## src/rtl/mc_ctrl_fsm.sv

```systemverilog
// Multicycle MIPS-subset control unit: decodes the latched instruction and
// sequences fetch/decode/execute/memory/writeback, one state per clock.
module mc_ctrl_fsm #(
  parameter logic [4:0] RST_STATE = 5'd0
) (
  input  logic        clk,
  input  logic        reset,
  input  logic        MIO_ready,
  input  logic [31:0] Inst_in,
  input  logic        zero,
  input  logic        overflow,
  output logic        MemRead,
  output logic        MemWrite,
  output logic        IorD,
  output logic        IRWrite,
  output logic [1:0]  RegDst,
  output logic        RegWrite,
  output logic [1:0]  MemtoReg,
  output logic [1:0]  ALUSrcA,
  output logic [1:0]  ALUSrcB,
  output logic [1:0]  PCSource,
  output logic        PCWrite,
  output logic        PCWriteCond,
  output logic        Branch,
  output logic [3:0]  ALU_operation,
  output logic [1:0]  MDRSrc,
  output logic [1:0]  Data_sel,
  output logic        ov_exc,
  output logic        illegal_inst,
  output logic [4:0]  state_out
);

  localparam logic [4:0] S_IF = 5'd0,  S_ID = 5'd1,  S_EX_R = 5'd2,  S_WB_R = 5'd3,
                         S_EX_I = 5'd4, S_WB_I = 5'd5, S_MEM_ADDR = 5'd6, S_MEM_RD = 5'd7,
                         S_MEM_WB = 5'd8, S_MEM_WR = 5'd9, S_BR = 5'd10, S_LUI = 5'd11,
                         S_J = 5'd12, S_JAL = 5'd13, S_JR = 5'd14;

  localparam logic [3:0] ALU_AND = 4'b0000, ALU_OR  = 4'b0001, ALU_ADD = 4'b0010,
                         ALU_SUB = 4'b0110, ALU_SLT = 4'b0111, ALU_NOR = 4'b1100,
                         ALU_XOR = 4'b0011;

  localparam logic [1:0] SZ_WORD = 2'd0, SZ_BYTE = 2'd1, SZ_HALF = 2'd2;

  logic [4:0] state, state_nx;
  logic [3:0] alu_q;
  logic [1:0] size_q;
  logic       load_q, beq_q, ovchk_q, ov_q;

  logic [5:0] op, fn;
  logic [4:0] dec_state;
  logic [3:0] dec_alu;
  logic [1:0] dec_size;
  logic       dec_load, dec_beq, dec_ovchk, dec_valid;

  // The FSM only looks at opcode/funct; branch resolution on zero happens in the data path.
  logic unused_inputs;
  assign unused_inputs = ^{Inst_in[25:6], zero};

  assign op = Inst_in[31:26];
  assign fn = Inst_in[5:0];

  // NOTE: every variable gets a default before the case so no latch is inferred.
  always_comb begin
    dec_state = S_IF;
    dec_alu   = ALU_ADD;
    dec_size  = SZ_WORD;
    dec_load  = 1'b0;
    dec_beq   = 1'b0;
    dec_ovchk = 1'b0;
    dec_valid = 1'b1;
    case (op)
      6'h00: begin
        dec_state = S_EX_R;
        case (fn)
          6'h20: dec_ovchk = 1'b1;
          6'h21: ;
          6'h22: begin dec_alu = ALU_SUB; dec_ovchk = 1'b1; end
          6'h23: dec_alu = ALU_SUB;
          6'h24: dec_alu = ALU_AND;
          6'h25: dec_alu = ALU_OR;
          6'h26: dec_alu = ALU_XOR;
          6'h27: dec_alu = ALU_NOR;
          6'h2a: dec_alu = ALU_SLT;
          6'h08: dec_state = S_JR;
          default: begin dec_state = S_IF; dec_valid = 1'b0; end
        endcase
      end
      6'h08: begin dec_state = S_EX_I; dec_ovchk = 1'b1; end
      6'h0c: begin dec_state = S_EX_I; dec_alu = ALU_AND; end
      6'h0d: begin dec_state = S_EX_I; dec_alu = ALU_OR;  end
      6'h0e: begin dec_state = S_EX_I; dec_alu = ALU_XOR; end
      6'h0a: begin dec_state = S_EX_I; dec_alu = ALU_SLT; end
      6'h23: begin dec_state = S_MEM_ADDR; dec_load = 1'b1; end
      6'h20: begin dec_state = S_MEM_ADDR; dec_load = 1'b1; dec_size = SZ_BYTE; end
      6'h21: begin dec_state = S_MEM_ADDR; dec_load = 1'b1; dec_size = SZ_HALF; end
      6'h2b: dec_state = S_MEM_ADDR;
      6'h28: begin dec_state = S_MEM_ADDR; dec_size = SZ_BYTE; end
      6'h29: begin dec_state = S_MEM_ADDR; dec_size = SZ_HALF; end
      6'h04: begin dec_state = S_BR; dec_beq = 1'b1; end
      6'h05: dec_state = S_BR;
      6'h0f: dec_state = S_LUI;
      6'h02: dec_state = S_J;
      6'h03: dec_state = S_JAL;
      default: dec_valid = 1'b0;
    endcase
  end

  always_comb begin
    state_nx = S_IF;
    case (state)
      S_IF:       state_nx = MIO_ready ? S_ID : S_IF;
      S_ID:       state_nx = dec_state;
      S_EX_R:     state_nx = S_WB_R;
      S_EX_I:     state_nx = S_WB_I;
      S_MEM_ADDR: state_nx = (!load_q && size_q == SZ_WORD) ? S_MEM_WR : S_MEM_RD;
      S_MEM_RD:   state_nx = !MIO_ready ? S_MEM_RD : (load_q ? S_MEM_WB : S_MEM_WR);
      S_MEM_WR:   state_nx = MIO_ready ? S_IF : S_MEM_WR;
      default:    state_nx = S_IF;
    endcase
  end

  // NOTE: sequential state uses non-blocking assignments so all registers update together.
  always_ff @(posedge clk) begin
    if (reset) begin
      state   <= RST_STATE;
      alu_q   <= ALU_AND;
      size_q  <= SZ_WORD;
      load_q  <= 1'b0;
      beq_q   <= 1'b0;
      ovchk_q <= 1'b0;
      ov_q    <= 1'b0;
    end else begin
      state <= state_nx;
      if (state == S_ID) begin
        alu_q   <= dec_alu;
        size_q  <= dec_size;
        load_q  <= dec_load;
        beq_q   <= dec_beq;
        ovchk_q <= dec_ovchk;
        ov_q    <= 1'b0;
      end
      if (state == S_EX_R || state == S_EX_I)
        ov_q <= overflow & ovchk_q;
    end
  end

  always_comb begin
    MemRead = 1'b0; MemWrite = 1'b0; IorD = 1'b0; IRWrite = 1'b0;
    RegDst = 2'd0; RegWrite = 1'b0; MemtoReg = 2'd0;
    ALUSrcA = 2'd0; ALUSrcB = 2'd0; PCSource = 2'd0;
    PCWrite = 1'b0; PCWriteCond = 1'b0; Branch = 1'b0;
    ALU_operation = ALU_AND; MDRSrc = 2'd0; Data_sel = 2'd0; ov_exc = 1'b0;
    case (state)
      S_IF: begin
        MemRead = 1'b1; IRWrite = 1'b1; ALUSrcB = 2'd1;
        ALU_operation = ALU_ADD; PCWrite = 1'b1;
      end
      S_ID:       begin ALUSrcB = 2'd3; ALU_operation = ALU_ADD; end
      S_EX_R:     begin ALUSrcA = 2'd1; ALU_operation = alu_q; end
      S_WB_R:     begin RegDst = 2'd1; RegWrite = !ov_q; ov_exc = ov_q; end
      S_EX_I:     begin ALUSrcA = 2'd1; ALUSrcB = 2'd2; ALU_operation = alu_q; end
      S_WB_I:     begin RegWrite = !ov_q; ov_exc = ov_q; end
      S_MEM_ADDR: begin ALUSrcA = 2'd1; ALUSrcB = 2'd2; ALU_operation = ALU_ADD; end
      S_MEM_RD:   begin MemRead = 1'b1; IorD = 1'b1; end
      S_MEM_WB:   begin RegWrite = 1'b1; MemtoReg = 2'd1; MDRSrc = size_q; end
      S_MEM_WR:   begin MemWrite = 1'b1; IorD = 1'b1; Data_sel = size_q; end
      S_BR: begin
        ALUSrcA = 2'd1; ALU_operation = ALU_SUB; PCWriteCond = 1'b1;
        PCSource = 2'd1; Branch = beq_q;
      end
      S_LUI:      begin RegWrite = 1'b1; MemtoReg = 2'd2; end
      S_J:        begin PCSource = 2'd2; PCWrite = 1'b1; end
      S_JAL: begin
        PCSource = 2'd2; PCWrite = 1'b1; RegWrite = 1'b1;
        RegDst = 2'd2; MemtoReg = 2'd3;
      end
      S_JR:       begin ALUSrcA = 2'd1; ALU_operation = ALU_OR; PCWrite = 1'b1; end
      default: ;
    endcase
    illegal_inst = (state == S_ID) && !dec_valid;
    // An aborting reset must not let the interrupted instruction commit anything.
    if (reset) begin
      RegWrite = 1'b0; MemWrite = 1'b0; PCWrite = 1'b0; PCWriteCond = 1'b0;
    end
  end

  assign state_out = state;

endmodule

```

## config.mk

```make
export PLATFORM = sky130hd
export DESIGN_NAME = mc_ctrl_fsm
export DESIGN_NICKNAME = d
export VERILOG_FILES = /design/src/rtl/mc_ctrl_fsm.sv
export SDC_FILE = /design/constraint.sdc
export NUM_CORES = 1
export LEC_CHECK = 0
export CAP_MARGIN = 5
export CORE_MARGIN = 2
export CORE_UTILIZATION = 25
export DETAILED_ROUTE_END_ITERATION = 8
export HOLD_SLACK_MARGIN = 0.03
export PLACE_DENSITY = 0.6
export SLEW_MARGIN = 20
export SYNTH_ARGS = -nofsm -noshare
export SYNTH_HDL_FRONTEND = slang
export SYNTH_SLANG_ARGS = --single-unit
```

## constraint.sdc

```tcl
create_clock -name clk -period 2.1 [get_ports clk]
set_clock_uncertainty 0.05 [all_clocks]
set_input_delay 0.42 -clock clk [delete_from_list [all_inputs] [get_ports clk]]
set_output_delay 0.42 -clock clk [all_outputs]
set_load 0.02 [all_outputs]
```

Word-level counts from Yosys, hierarchy flattened
Cells that the tools add are included.

Bits in registers: 15. Input bits: 37. Output and inout bits: 33.

Eq/ne operators: 40. Muxes and demuxes: 40. Bitwise logic cells: 1. Reductions and logical operators: 31.

Operator list (count): equality test 6 bit (second input constant) (15); equality test 6 x 4 -> 1 bit (second input constant) (7); equality test 5 x 4 -> 1 bit (second input constant) (7); case mux 5 bit (7 select lines) (1); case mux 4 bit (7 select lines) (1); case mux 4 bit (6 select lines) (1); OR reduction 2 bit (11); 2-to-1 mux 1 bit (21); equality test 5 x 3 -> 1 bit (second input constant) (4); case mux 4 bit (5 select lines) (1); case mux 4 bit (4 select lines) (1); OR reduction 16 bit (1); equality test 6 x 2 -> 1 bit (second input constant) (2); equality test 6 x 3 -> 1 bit (second input constant) (2); 2-to-1 mux 4 bit (3); case mux 2 bit (2 select lines) (3); case mux 2 bit (3 select lines) (2); equality test 5 x 2 -> 1 bit (second input constant) (2); OR reduction 10 bit (1); OR reduction 5 bit (2); OR reduction 3 bit (3); OR reduction 9 bit (1); case mux 4 bit (2 select lines) (1); zero test 6 bit (1); other kinds (12) (18).

Logic depth before layout (Yosys ltp)
Depth in word-level cells: 6. Gate-level depth with buffers: 6.

Worst setup path after synthesis
OpenSTA, ideal clock, no wires.

Kind: reg-to-output. Start point: reg state[3], in the netlist state_out[3]. End point: out PCWriteCond. Arrival time: 1.982 ns. Path slack: -0.352 ns. Cell stages (with the launch flop): 5. Buffers on the path: 1. Cell sequence: dfxtp_1 -> clkbuf_1 -> nand2b_1 -> nor3b_1 -> nor2b_1.

Word-level cells in the longest chain between the ends: 3.

RTL lines: from (decl) (RTL line 44) `logic [4:0] state, state_nx;`; from (signal assigned) (RTL line 133) `state <= state_nx;`; equality test 5 x 4 -> 1 bit (RTL line 153) `case (state)`; 2-to-1 mux 1 bit (RTL line 153); 2-to-1 mux 1 bit (RTL line 182) `if (reset) begin`; to (decl) (RTL line 23) `output logic PCWriteCond,`.

No other way between the ends.

Final worst setup path
Start point: in Inst_in[30]. End point: out illegal_inst.

Word-level cells in the longest chain between the ends: 5.

RTL lines: from (decl) (RTL line 9) `input logic [31:0] Inst_in,`; equality test 6 x 2 -> 1 bit, or another cell as far along (RTL line 71) `case (op)`; OR reduction 16 bit (no line); case mux 1 bit (2 select lines) * (RTL line 71); zero test 1 bit * (RTL line 180) `illegal_inst = (state == S_ID) && !dec_valid;`; logical AND 1 bit * (RTL line 180); to (decl) (RTL line 29) `output logic illegal_inst,`.

Mark *: on every way between the ends. The rest lies on a longest branch, timed or not.

==> results.yml <==
setup_path:
  crit_chain: "buf_6 -> or4_4 -> or4_4 -> a21oi_4 -> nor3_2 -> buf_4"
  required_ps: 1630
  startpoint_type: "input pin"
  path_class: "in -> out"
  crit_slowest_cell: "or4_4"
  arrival_ps: 1850
  cpMostUsedCell: "or4_4"
  cp_max_fo: 2
  setup.worst_path.end_class: "output port"
  r2r_slack_ps: 30
  cpPeakStageDelay_ps: 520
pwr:
  power_density_mw_per_mm2: 318.8
  leakagePower_uw: 0.001018
  ir_drop_mv: 0.1584
grt:
  grt_usage_pct: 15.03
  grt_pass1_vias: 1647
  grt_max_degree: 12
  grt_pass1_wl_um: 7541
  grt_overflow: 0
  antenna_found_initial: 0
logic_synthesis:
  yosysWarningCount: 0
  yosysMostFrequentCell: "nor2_1"
  avgSynthCellArea_sq_um: 6.598
  synth_seq_cells: 14
  yosys-top-cells-count: "nor2_1 (37), a21oi_1 (20), dfxtp_1 (14)"
  yosysTopAreaCell: "dfxtp_1"
  synth_cell_types: 46
  seq_area_frac_synth_pct: 20.72
  synth_edf_count: 0
  async_flop_share_pct: 0
  synthCells: 205
  ys.flop_type: "dfxtp_1"
  synthesis.area_sq_mm: 0.001353
  synth_top_cell_area_share_pct: 20.72
  synthTopCellsByArea: "dfxtp_1 (21%), nor2_1 (10%), a21oi_1 (7.4%)"
min_path:
  hold_class: "reg -> reg"
die:
  coreArea_sq_mm: 0.005172
  initial_core_util_pct: 26.15
  die_area_sq_mm: 0.006015
  die_w_um: 77.56
  die_h_um: 77.56
  row_count: 26
  io_pins: 70
sta:
  setup_ws_ps: -218.8
  whs_ps: 398.2
  final_hold_viol_count: 0
  slew_viol_final: 0
  period_share_pct: 110.4
  finalSetupViolCount: 1
  max_clock_freq_mhz: 431.3
  rsz0062_at_grt: "yes"
  fin_crit_ps: 2319
clocking:
  clock_latency_ps: 240
  clockBufferDepth: 2
  cts_buffers: 3
  cts_tree: "built"
  clk_pin_slew_ps: 50
  clkSinkCount: 14
  root_buffer: "clkbuf_8"
  ctsHoldBuffers: 0
  htree_levels: 1
final_layout:
  area.growth.synth_to_final_pct: 75.21
  antenna_cells: 0
  layout-drive-gt1-share_pct: 34.11
  fin_nets: 341
drt:
  routedWlPerCell_um: 12.16
  via_count: 1757
  dr.pass1.iters: 4
  ant_nets: 0
  drc: 0
  drt_iter0_markers: 96
  vias_per_cell: 4.723
  wl_um: 4523
place:
  post-dp-hpwl_um: 3528
  gp_congestion: 0.8180
  io_buffers: 46
  pre_cts_ws_ps: -929.2
job:
  cap_violations: 0
status:
  outcome: "finished, violations left"
  violations: "negative setup slack"
## worst max-delay path, delay by kind of cell
family	cells	cell delay, ps
buffers and inverters	2	250
AOI/OAI and AO/OA	1	140
and+or+nand+nor	3	1030
## area by class of cell
cell class                 instances  area (sq um)
fill                             543          2803
multi-input combinational        172          1055
inverter                           3         11.26
sequential                        14         287.8
clock buffer                       3         41.29
timing repair buffer             110         887.1
tap                               70         87.58
## placed cells by master, fill, tap and decap left out, types with 2 or more instances in the layout
master           netlist  routed
dlygate4sd2_1          0      14
clkbuf_2               0       7
nand3b_1               3       3
nor2_1                37      35
and3_1                 2       2
nor2b_2                0       2
o21ai_0               10      10
dfxtp_2                0       3
clkdlybuf4s15_1        0       4
a22oi_1                3       3
nor3b_1                4       2
a32oi_1                2       2
xor2_1                 3       2
and2_1                 5       5
dfxtp_1               14      10
clkdlybuf4s15_2        0       2
a31oi_1                4       4
buf_6                  0       4
o21bai_1               2       2
clkdlybuf4s50_1        0      13
inv_1                  3       3
buf_2                  0       2
or3_1                  2       2
nor4_1                 3       3
conb_1                 1       2
nor2b_1                9       7
nand2b_1               8       8
clkbuf_8               0       3
nor3b_2                0       2
nor2_2                 0       2
nand3_1                8       8
nor3_2                 0       3
a21oi_1               20      18
a211oi_1               2       2
buf_4                  2      63
nand2_1               12      12
nor3_1                10       7
or4_4                  2       2
## worst paths after layout
kind,start,to,cells after the start
worst max-delay path,Inst_in[30],illegal_inst,6
worst min-delay path,beq_q,beq_q,2
worst max register to register,state_out[2],state_out[0],7
worst min register to register,beq_q,beq_q,2
## flip-flops by register name, indices dropped and copies added (netlist names)
| name | flops |
|---|---|
| load_q | 1 |
| size_q | 2 |
| ov_q | 1 |
| ovchk_q | 1 |
| beq_q | 1 |
| alu_q | 4 |
| state_out | 4 |
## cells by family after synthesis
family | Yosys count | synth area share [%]
compound gates | 55 | 26.74
buf+inv | 20 | 6.106
mux | 1 | 0.7401
simple gates | 111 | 43.48
flops | 14 | 20.72
other cells | 1 | 0.2773
xor+xnor | 3 | 1.943
## repair_timing
action | in CTS | in global routing
setup buffers | 2 | 2
resized for setup | 61 | 30
gates cloned | 0 | 0
setup endpoints to repair | 31 | 19
pin swaps | 5 | 6
## stage by stage
step / cell area, sq um / setup TNS, ps / utilization (%) / std cells / total power (uW)
3_5_place_dp: 2305 / -4038 / 44.56 / 365 / 552.0
4_1_cts: 2333 / -272.3 / 45.11 / 370 / 753.7
2_1_floorplan: 1379 / -189.6 / - / 206 / 414.8
3_3_place_gp: 2305 / -3765 / 44.56 / 365 / 550.4
5_1_grt: 2370 / -339.2 / 45.82 / 372 / 800.0
6_report: 2370 / -218.8 / 45.82 / 372 / 755.5
## where the power goes
group          internal [uW]  leakage (uW)  switching (uW)
sequential               273      0.000116            8.05
clock                    127     0.0000216            84.8
combinational            129      0.000881             133
## layer usage
layer / vias to the layer above / wire length (um) / part of all wire (%) / track usage, %
li1: 923 / - / - / -
met1: 782 / 2139 / 47 / 19.60
met2: 47 / 2151 / 48 / 26.26
met3: 5 / 178 / 3.9 / 1.395
met4: 0 / 55 / 1.2 / 4.286
met5: - / 0 / 0 / 0
No activity file was read; power rests on OpenSTA's default activity.
